<file path="config.mk">
export PLATFORM = sky130hd
export DESIGN_NAME = dot_product_seq
export DESIGN_NICKNAME = d
export VERILOG_FILES = /design/src/rtl/dot_product_seq.sv
export SDC_FILE = /design/constraint.sdc
export NUM_CORES = 1
export LEC_CHECK = 0
export CORE_MARGIN = 3
export CORE_UTILIZATION = 25
export DETAILED_ROUTE_END_ITERATION = 10
export GPL_TIMING_DRIVEN = 0
export PLACE_DENSITY = 0.54
export SLEW_MARGIN = 10
export SYNTH_ARGS = -nofsm -noshare
export SYNTH_HDL_FRONTEND = slang
export SYNTH_SLANG_ARGS = --single-unit
</file>
<file path="constraint.sdc">
create_clock -name in_clk -period 3.45 [get_ports in_clk]
set_clock_uncertainty 0.15 [all_clocks]
set_input_delay 0.5175 -clock in_clk [delete_from_list [all_inputs] [get_ports in_clk]]
set_output_delay 0.5175 -clock in_clk [all_outputs]
set_load 0.05 [all_outputs]
</file>
<file path="src/rtl/dot_product_seq.sv">
// dot_product_seq
//
// Sequencing front-end for a start/finished shift-add multiplier. Operand
// pairs arrive over a valid/ready handshake, are issued to the multiplier one
// at a time, and their products are summed into a wide accumulator. After the
// pair flagged last, the dot product is held on out_sum until in_ack.
//
// Ports
//   in_clk, in_rst              clock, asynchronous active-low reset
//   in_valid, in_a, in_b,
//   in_last, out_ready          operand-pair handshake (accept on valid&&ready)
//   out_mult_a, out_mult_b,
//   out_mult_start              operands and one-cycle start to the multiplier
//   in_mult_finished,
//   in_mult_prod                multiplier completion flag and product
//   out_valid, out_sum,
//   out_count, out_ovf, in_ack  result, term count, sticky overflow, consume
//
// Configuration
//   DOT_PRODUCT_SATURATE_EN     defined: accumulator clamps to all-ones on
//                               overflow; undefined: accumulator wraps.
//                               out_ovf is set on overflow either way.

module dot_product_seq #(
  parameter int IN_BITS  = 8,
  parameter int OUT_BITS = 16,
  parameter int ACC_BITS = 24,
  parameter int CNT_BITS = 8
) (
  input  logic                in_clk,
  input  logic                in_rst,
  input  logic                in_valid,
  input  logic [IN_BITS-1:0]  in_a,
  input  logic [IN_BITS-1:0]  in_b,
  input  logic                in_last,
  output logic                out_ready,
  output logic [IN_BITS-1:0]  out_mult_a,
  output logic [IN_BITS-1:0]  out_mult_b,
  output logic                out_mult_start,
  input  logic                in_mult_finished,
  input  logic [OUT_BITS-1:0] in_mult_prod,
  output logic                out_valid,
  output logic [ACC_BITS-1:0] out_sum,
  output logic [CNT_BITS-1:0] out_count,
  output logic                out_ovf,
  input  logic                in_ack
);

  typedef enum logic [2:0] {
    ST_IDLE,
    ST_START,
    ST_WAIT,
    ST_ACCUM,
    ST_DONE
  } state_t;

  state_t                state_reg, state_next;
  logic [IN_BITS-1:0]    a_reg, b_reg;
  logic                  last_reg;
  // Cleared in START; set after the first WAIT cycle. The finished flag is
  // only trusted once armed, since the multiplier may still be showing the
  // previous operation's completion during the first WAIT cycle.
  logic                  armed_reg;
  logic [OUT_BITS-1:0]   prod_reg;
  logic [ACC_BITS-1:0]   acc_reg, acc_next;
  logic [CNT_BITS-1:0]   count_reg;
  logic                  ovf_reg, ovf_next;
  logic [ACC_BITS:0]     sum_wide;

  // State register
  always_ff @(posedge in_clk or negedge in_rst) begin
    if (!in_rst) begin
      state_reg <= ST_IDLE;
    end else begin
      state_reg <= state_next;
    end
  end

  // Next state and state-decoded handshake outputs. The outputs depend on
  // state_reg only, so no input reaches them combinationally.
  always_comb begin
    state_next     = state_reg;
    out_ready      = 1'b0;
    out_mult_start = 1'b0;
    out_valid      = 1'b0;
    case (state_reg)
      ST_IDLE: begin
        out_ready = 1'b1;
        if (in_valid) state_next = ST_START;
      end
      ST_START: begin
        out_mult_start = 1'b1;
        state_next     = ST_WAIT;
      end
      ST_WAIT: begin
        if (armed_reg && in_mult_finished) state_next = ST_ACCUM;
      end
      ST_ACCUM: begin
        state_next = last_reg ? ST_DONE : ST_IDLE;
      end
      ST_DONE: begin
        out_valid = 1'b1;
        if (in_ack) state_next = ST_IDLE;
      end
      default: begin
        state_next = ST_IDLE;
      end
    endcase
  end

  // Accumulator update: one extra bit captures the carry out of ACC_BITS.
  always_comb begin
    sum_wide = {1'b0, acc_reg} + {{(ACC_BITS + 1 - OUT_BITS){1'b0}}, prod_reg};
    ovf_next = ovf_reg | sum_wide[ACC_BITS];
`ifdef DOT_PRODUCT_SATURATE_EN
    // Once the vector has overflowed the sum stays pinned at full scale.
    if (ovf_next) begin
      acc_next = '1;
    end else begin
      acc_next = sum_wide[ACC_BITS-1:0];
    end
`else
    acc_next = sum_wide[ACC_BITS-1:0];
`endif
  end

  // Datapath registers
  always_ff @(posedge in_clk or negedge in_rst) begin
    if (!in_rst) begin
      a_reg     <= '0;
      b_reg     <= '0;
      last_reg  <= 1'b0;
      armed_reg <= 1'b0;
      prod_reg  <= '0;
      acc_reg   <= '0;
      count_reg <= '0;
      ovf_reg   <= 1'b0;
    end else begin
      case (state_reg)
        ST_IDLE: begin
          if (in_valid) begin
            a_reg    <= in_a;
            b_reg    <= in_b;
            last_reg <= in_last;
          end
        end
        ST_START: begin
          armed_reg <= 1'b0;
        end
        ST_WAIT: begin
          if (!armed_reg) begin
            armed_reg <= 1'b1;
          end else if (in_mult_finished) begin
            prod_reg <= in_mult_prod;
          end
        end
        ST_ACCUM: begin
          acc_reg   <= acc_next;
          count_reg <= count_reg + CNT_BITS'(1);
          ovf_reg   <= ovf_next;
        end
        ST_DONE: begin
          if (in_ack) begin
            acc_reg   <= '0;
            count_reg <= '0;
            ovf_reg   <= 1'b0;
          end
        end
        default: begin
        end
      endcase
    end
  end

  assign out_mult_a = a_reg;
  assign out_mult_b = b_reg;
  assign out_sum    = acc_reg;
  assign out_count  = count_reg;
  assign out_ovf    = ovf_reg;

endmodule
</file>
# == Word-level counts from Yosys, hierarchy flattened ==
# Cells that the tools add are included.
# classes
addsub,2
n_eq_ne,7
muxes,15
bitwise_logic,1
reduce_logical,8
# ops
cell,count
one-hot mux 24 bit (2 select lines),1
adder 24 x 16 -> 25 bit,1
2-to-1 mux 24 bit,1
one-hot mux 8 bit (2 select lines),1
one-hot mux 3 bit (5 select lines),1
2-to-1 mux 3 bit,4
"adder 8 x 1 -> 8 bit, second input constant",1
2-to-1 mux 8 bit,1
"equality test 3 x 2 -> 1 bit, second input constant",2
"!= test 2 bit, second input constant",3
AND reduction 3 bit,2
2-to-1 mux 1 bit,4
one-hot mux 1 bit (2 select lines),2
AND reduction 2 bit,2
nonzero test 2 bit,2
"equality test 3 x 1 -> 1 bit, second input constant",1
"equality test 3 bit, second input constant",1
zero test 3 bit,1
logical AND 1 bit,1
bitwise OR 1 bit,1
# word_totals
reg_bits,70
in_bits,38
out_inout_bits,52
word_cells,42

# == Logic depth before layout (Yosys ltp) ==
# Gate-level depths: netlist of the first run.
# logic_depth
ltp_word,3
ltp_mapped,9
ltp_nobuf,9

# == Least setup slack after synthesis of the first run ==
# OpenSTA, ideal clock, no wires.
# synth_path
path_type,reg-to-reg
startpoint,register acc_reg[0] (netlist: out_sum[0])
endpoint,register acc_reg[20] (netlist: out_sum[20])
setup_time_ns,0.120
arrival_ns,2.360
required_time_ns,3.180
path_slack_ns,0.820
path_stages_with_launch,10
path_buffers,0
period_less_slack_ns,2.630
cell_sequence,dfrtp_1 -> ha_1 -> inv_1 -> fa_1 -> nor2b_1 -> o31a_1 -> o21ai_1 -> a31oi_1 -> a31oi_1 -> a41o_1
# synth_between
elab_chain_cells,2
# synth_rtl
item,line_no,rtl
start: declaration,65,"logic [ACC_BITS-1:0] acc_reg, acc_next;"
start signal: assignment,158,acc_reg <= acc_next;
adder 24 x 16 -> 25 bit,113,"sum_wide = {1'b0, acc_reg} + {{(ACC_BITS + 1 - OUT_BITS){1'b0}}, prod_reg};"
one-hot mux 24 bit (2 select lines),139,case (state_reg)
# Every way passes these cells.
# A chain may end at the register's enable or synchronous reset.

# == Worst setup path after layout of the first run ==
# Ends and elaborated chain as after synthesis.

==> flow_summary.toml, run 1 <==
[cts]
root_buffer = "clkbuf_16"
worstSkewPairLatency_ps = 340
clockBufferDepth = 2
cts_tree = "yes"
cts_hold_buffers = 1
cts_resized = 0
clk_pin_slew_ps = 60
htree_levels = 3
post_cts_buffers = 0
cts.sinks = 70
numCtsBuffers = 9

[sta]
slew_viol_final = 0
worst_slew_pin_slew_ps = 724
tns_ps = 0
rsz0062_at_grt = "no"
fin_crit_ps = 2740
fmax_ghz = 0.365
setup_viol = 0
fin_crit_sh = 0.794
fin_ws_ps = 709
hold_viol = 0
max_slew_margin = 0.514

[outcome]
outcome = "completed"

[global_route]
grt_pass1_wl_um = 16500
grt_pass1_vias = 3242
gr-usage-all-layers = 0.126
gr-total-overflow = 0
grt_max_degree = 37
antenna_found_initial = 0

[synth]
muxShareOfSynthArea = 0.104
ys_ff_latch = 70
yosysWarnings = 0
synth-simple-area-share = 0.149
syn_area_mm2 = 0.00384
synth-edff-count = 0
synth_nets = 422
synthDistinctLibCells = 57
synth_xor_area_frac = 0.0411
synth_top_family_by_area = "compound AO/OA/AOI/OAI gates"
netlist_instances = 366
synth_compound_area_frac = 0.151
async_reset_ff_frac = 1.00
yosysSeqAreaShare = 0.456
synth_adder_area_share = 0.0606
synthFlopType = "dfrtp_1"
avgSynthCellArea_um2 = 10.5

[setup_path]
crit_fanout = 5
path_class = "flip-flop to flip-flop"
crit_arrival_ps = 2820
required_ps = 3530
r2r_slack_ps = 710
r2r_end = "out_sum[20]"
setup.worst_path.end_class = "flip-flop"
start_kind = "flip-flop"
r2r-start = "out_sum[0]"
rr_worst_depth = 9

[floorplan]
die_area_mm2 = 0.0169
die_h_um = 130
start_util = 0.260
core_area_mm2 = 0.0148
rows = 44
ios = 90
die_width_um = 130

[route]
dr.pass1.iters = 4
routedWlPerCell_um = 15.4
viasPerCell = 4.77
final_antenna_net_count = 0
routed_wl_um = 10100
num_vias = 3135
drc_errors = 0
drt-initial-drc-count = 121

[place]
globalplace.congestion = 0.804
io_buffers = 89
place_ws_ps = 689
dpl.hpwl_um = 7570
place_area_mm2 = 0.00498

[min_path]
min_delay_worst_endpoint = "state_reg[2]"
hold_class = "flip-flop to flip-flop"
worstHoldPathCells = 2
min_from = "last_reg"

[cells_and_area]
antennaDiodeCount = 0
drive_gt1_frac = 0.159
fill_cells = 1489
areaGrowthSynthToFinish_pct = 38.5
fin_nets = 524
final_cell_area_mm2 = 0.00532
largest_reg_flops = 24
layout_commonest_cell = "clkdlybuf4s50_1"
finish.utilization = 0.360
final_cell_mix = "clkdlybuf4s50_1 (88), dfrtp_1 (70), nand2_1 (39), mux2_2 (32), nor2_1 (23)"

[pwr]
power_density_mw_per_mm2 = 1130
max-vdd-ir-drop_mv = 0.672
finalPower_mw = 6.01
leakage_nw = 2.30

[flow_run]
maxCapViolCount = 0
-- worst max path at each step --
stage / slack (ps) / endpoint / start
global route: 550 / out_sum[20] / out_sum[0]
CTS: 720 / out_sum[20] / out_sum[0]
global placement: -820 / prod_reg[7] / in_rst
floorplan: 820 / out_sum[20] / out_sum[0]
finish: 710 / out_sum[20] / out_sum[0]
detailed placement: 690 / prod_reg[13] / in_mult_finished
-- worst max-delay path: stages, from the launching register on --
cell,delay [ps]
dfrtp_1,370
ha_1,190
inv_1,60
fa_1,370
nor2b_1,210
o31a_1,290
o21ai_1,160
a31oi_1,460
a31oi_1,150
a41o_1,220
-- area by class of cell --
class	count	area [um^2]	area share
Inverter	6	22.5	0.00424
Buffer	18	120	0.0226
Multi-Input combinational cell	272	1940	0.366
Clock buffer	9	225	0.0424
Sequential cell	70	1750	0.330
Tap cell	184	230	0.0433
Timing Repair Buffer	91	918	0.173
Clock inverter	7	104	0.0195
-- per-stage QoR --
stage,std cells,hold WS [ps]
3_5_place_dp,640,345
4_1_cts,657,357
3_3_place_gp,639,331
6_report,657,345
5_1_grt,657,374
2_1_floorplan,366,71.9
-- synthesized netlist by cell type (3+ instances only) --
cell type,n,area share
nand4_1,10,0.016
inv_1,6,0.0059
a21oi_1,18,0.023
dfrtp_1,70,0.46
a21o_2,3,0.0068
nor3_1,7,0.0091
clkbuf_1,4,0.0039
o21a_1,3,0.0059
o21ai_1,6,0.0078
nor2_1,23,0.022
a22o_1,3,0.0068
xnor2_1,7,0.016
nand2_1,39,0.038
mux2_2,32,0.094
and4_1,3,0.0068
and3_1,4,0.0065
ha_1,17,0.055
xor2_1,11,0.025
o21ai_0,17,0.022
or3_1,4,0.0065
a21o_1,8,0.016
mux2i_1,4,0.010
o211ai_1,3,0.0059
nand3_1,7,0.0091
buf_2,9,0.012
a31oi_1,6,0.0098
-- routing by layer --
metal	wire, um	share of wire	track usage	vias to the layer above
met5	0	0	0	-
li1	-	-	-	1532
met4	126	0.012	0.0367	0
met1	4580	0.45	0.157	1501
met2	4500	0.44	0.193	92
met3	940	0.093	0.0610	10
-- power breakdown --
| part | total (mW) | internal (mW) | switching, mW |
|---|---|---|---|
| Sequential | 1.45 | 1.18 | 0.268 |
| Combinational | 3.53 | 1.38 | 2.15 |
| Clock | 1.02 | 0.641 | 0.382 |
| Total | 6.01 | 3.21 | 2.80 |
-- cells by family (layout without fill, tap and decap cells) --
logic type	Yosys count	count (layout)
compound gates	86	86
xor+xnor	18	18
fa+ha+maj	18	18
buf+inv	24	131
flops	70	70
mux	36	36
simple gates	114	114
Power figures use the tool's default switching activity.
==> inputs of run 2 (changes only) <==
--- a/config.mk
+++ b/config.mk
@@ -9,7 +9,7 @@
 export CORE_UTILIZATION = 25
 export DETAILED_ROUTE_END_ITERATION = 10
 export GPL_TIMING_DRIVEN = 0
-export PLACE_DENSITY = 0.54
+export PLACE_DENSITY = 0.55
 export SLEW_MARGIN = 10
 export SYNTH_ARGS = -nofsm -noshare
 export SYNTH_HDL_FRONTEND = slang
==> constraint.sdc (replaced) <==
create_clock -name in_clk -period 2.4 [get_ports in_clk]
set_clock_uncertainty 0.15 [all_clocks]
set_input_delay 0.36 -clock in_clk [delete_from_list [all_inputs] [get_ports in_clk]]
set_output_delay 0.36 -clock in_clk [all_outputs]
set_load 0.05 [all_outputs]
==> flow_summary.toml, run 2 (same netlist as run 1, synthesis figures left out) <==
[sta]
fin_crit_ps = 2400
fin_crit_sh = 1.00
hold_slack_ps = 345
hold_viol = 0
fmax_ghz = 0.416
setup_viol = 1
rsz0062_at_grt = "yes"
slew_viol_final = 0
tns_ps = -1.70
fin_ws_ps = -1.70
worst_slew_pin_slew_ps = 608
max_slew_margin = 0.593

[cts]
clk_pin_slew_ps = 60
root_buffer = "clkbuf_16"
numCtsBuffers = 9
worstSkewPairLatency_ps = 340
htree_levels = 3
cts.sinks = 70
cts_tree = "yes"
clockBufferDepth = 2

[global_route]
grt_pass1_vias = 3396
gr-total-overflow = 0
gr-usage-all-layers = 0.130
antenna_found_initial = 1
grt_pass1_wl_um = 17200
grt_max_degree = 40

[route]
final_antenna_net_count = 0
dr.pass1.iters = 4
num_vias = 3245
viasPerCell = 4.84
routed_wl_um = 10500
drc_errors = 0
drt-initial-drc-count = 91
routedWlPerCell_um = 15.7

[place]
globalplace.congestion = 0.809
io_buffers = 89
place_area_mm2 = 0.00504
place_ws_ps = -205
dpl.hpwl_um = 7650

[cells_and_area]
final_cell_mix = "clkdlybuf4s50_1 (85), dfrtp_1 (61), nand2_1 (39), mux2_2 (32), nor2_1 (23)"
layout_commonest_cell = "clkdlybuf4s50_1"
antennaDiodeCount = 0
fill_cells = 1469
fin_nets = 537
drive_gt1_frac = 0.247
final_cell_area_mm2 = 0.00563
largest_reg_flops = 24
areaGrowthSynthToFinish_pct = 46.6
finish.utilization = 0.381

[setup_path]
setup.worst_path.end_class = "flip-flop"
crit_fanout = 5
crit_arrival_ps = 2460
start_kind = "flip-flop"
path_class = "flip-flop to flip-flop"
required_ps = 2450

[floorplan]
die_h_um = 130
ios = 90
die_area_mm2 = 0.0169
start_util = 0.260
core_area_mm2 = 0.0148
die_width_um = 130
rows = 44

[outcome]
violations = "negative setup slack"
outcome = "finished, violations left"

[flow_run]
maxCapViolCount = 0

[pwr]
power_density_mw_per_mm2 = 1650
leakage_nw = 2.37
max-vdd-ir-drop_mv = 0.925

[min_path]
hold_class = "input pin to async pin"
run 2: cell types whose count changed in the layout (fill, tap and decap cells not counted), moves of 7 or more:
cell	previous run	this run
dfrtp_1	70	61
buf_4	1	14
ha_1	17	9
dfrtp_2	0	9
ha_4	0	7
run 2: area by class of cell:
cell class	instances	area, um^2	share of cell area
clock buffers	10	239	0.0425
well taps	184	230	0.0409
clock inverters	6	93.8	0.0167
inverters	6	22.5	0.00400
multi-input cells	272	2120	0.378
plain buffers	18	140	0.0249
flip-flops and latches	70	1760	0.313
repair buffers	104	1010	0.180
run 2: path summary, 6_finish.rpt:
| path | from | slack [ps] | cells past startpoint | end |
|---|---|---|---|---|
| max in group asynchronous | in_rst | 1170 | 3 | out_sum[7] |
| min | in_rst | 350 | 2 | out_mult_a[2] |
| max | out_sum[2] | -2 | 8 | out_ovf |
| min in group in_clk | last_reg | 350 | 2 | state_reg[2] |
| min reg2reg | last_reg | 350 | 2 | state_reg[2] |
| max reg2reg | out_sum[2] | -2 | 8 | out_ovf |
run 2: timing repair:
item / in CTS / in global routing
hold buffers: 1 / 0
pin swaps: 3 / 8
gates resized for setup: 8 / 25
endpoints found under the setup margin: 11 / 21
setup buffers: 2 / 11
hold endpoints to repair: 31 / 0
run 2: layer usage:
| metal | GRT usage | vias up | wire (um) | share of wire |
|---|---|---|---|---|
| met5 | 0 | - | 13 | 0.0012 |
| met4 | 0.0361 | 2 | 108 | 0.010 |
| met3 | 0.0659 | 11 | 987 | 0.094 |
| met2 | 0.200 | 96 | 4750 | 0.45 |
| met1 | 0.162 | 1575 | 4640 | 0.44 |
| li1 | - | 1561 | - | - |
run 2: power by group:
group / switching [mW] / internal [mW]
Combinational: 3.27 / 2.39
Sequential: 0.439 / 1.72
Clock: 0.526 / 0.945
run 2: metrics by stage:
| stage | power [mW] | cells |
|---|---|---|
| final | 9.28 | 670 |
| after global routing | 9.93 | 670 |
| after floorplan | 5.81 | 366 |
| after CTS | 8.89 | 659 |
| after global placement | 7.22 | 639 |
| after detailed placement | 7.30 | 640 |
run 2: worst max-delay path: stages (launching register included):
cell and delay [ps]:
dfrtp_1 400, ha_1 350, nor2b_2 180, o31a_1 330
o21ai_1 300, a31oi_4 150, buf_4 170, a41oi_1 170
nor2_1 60
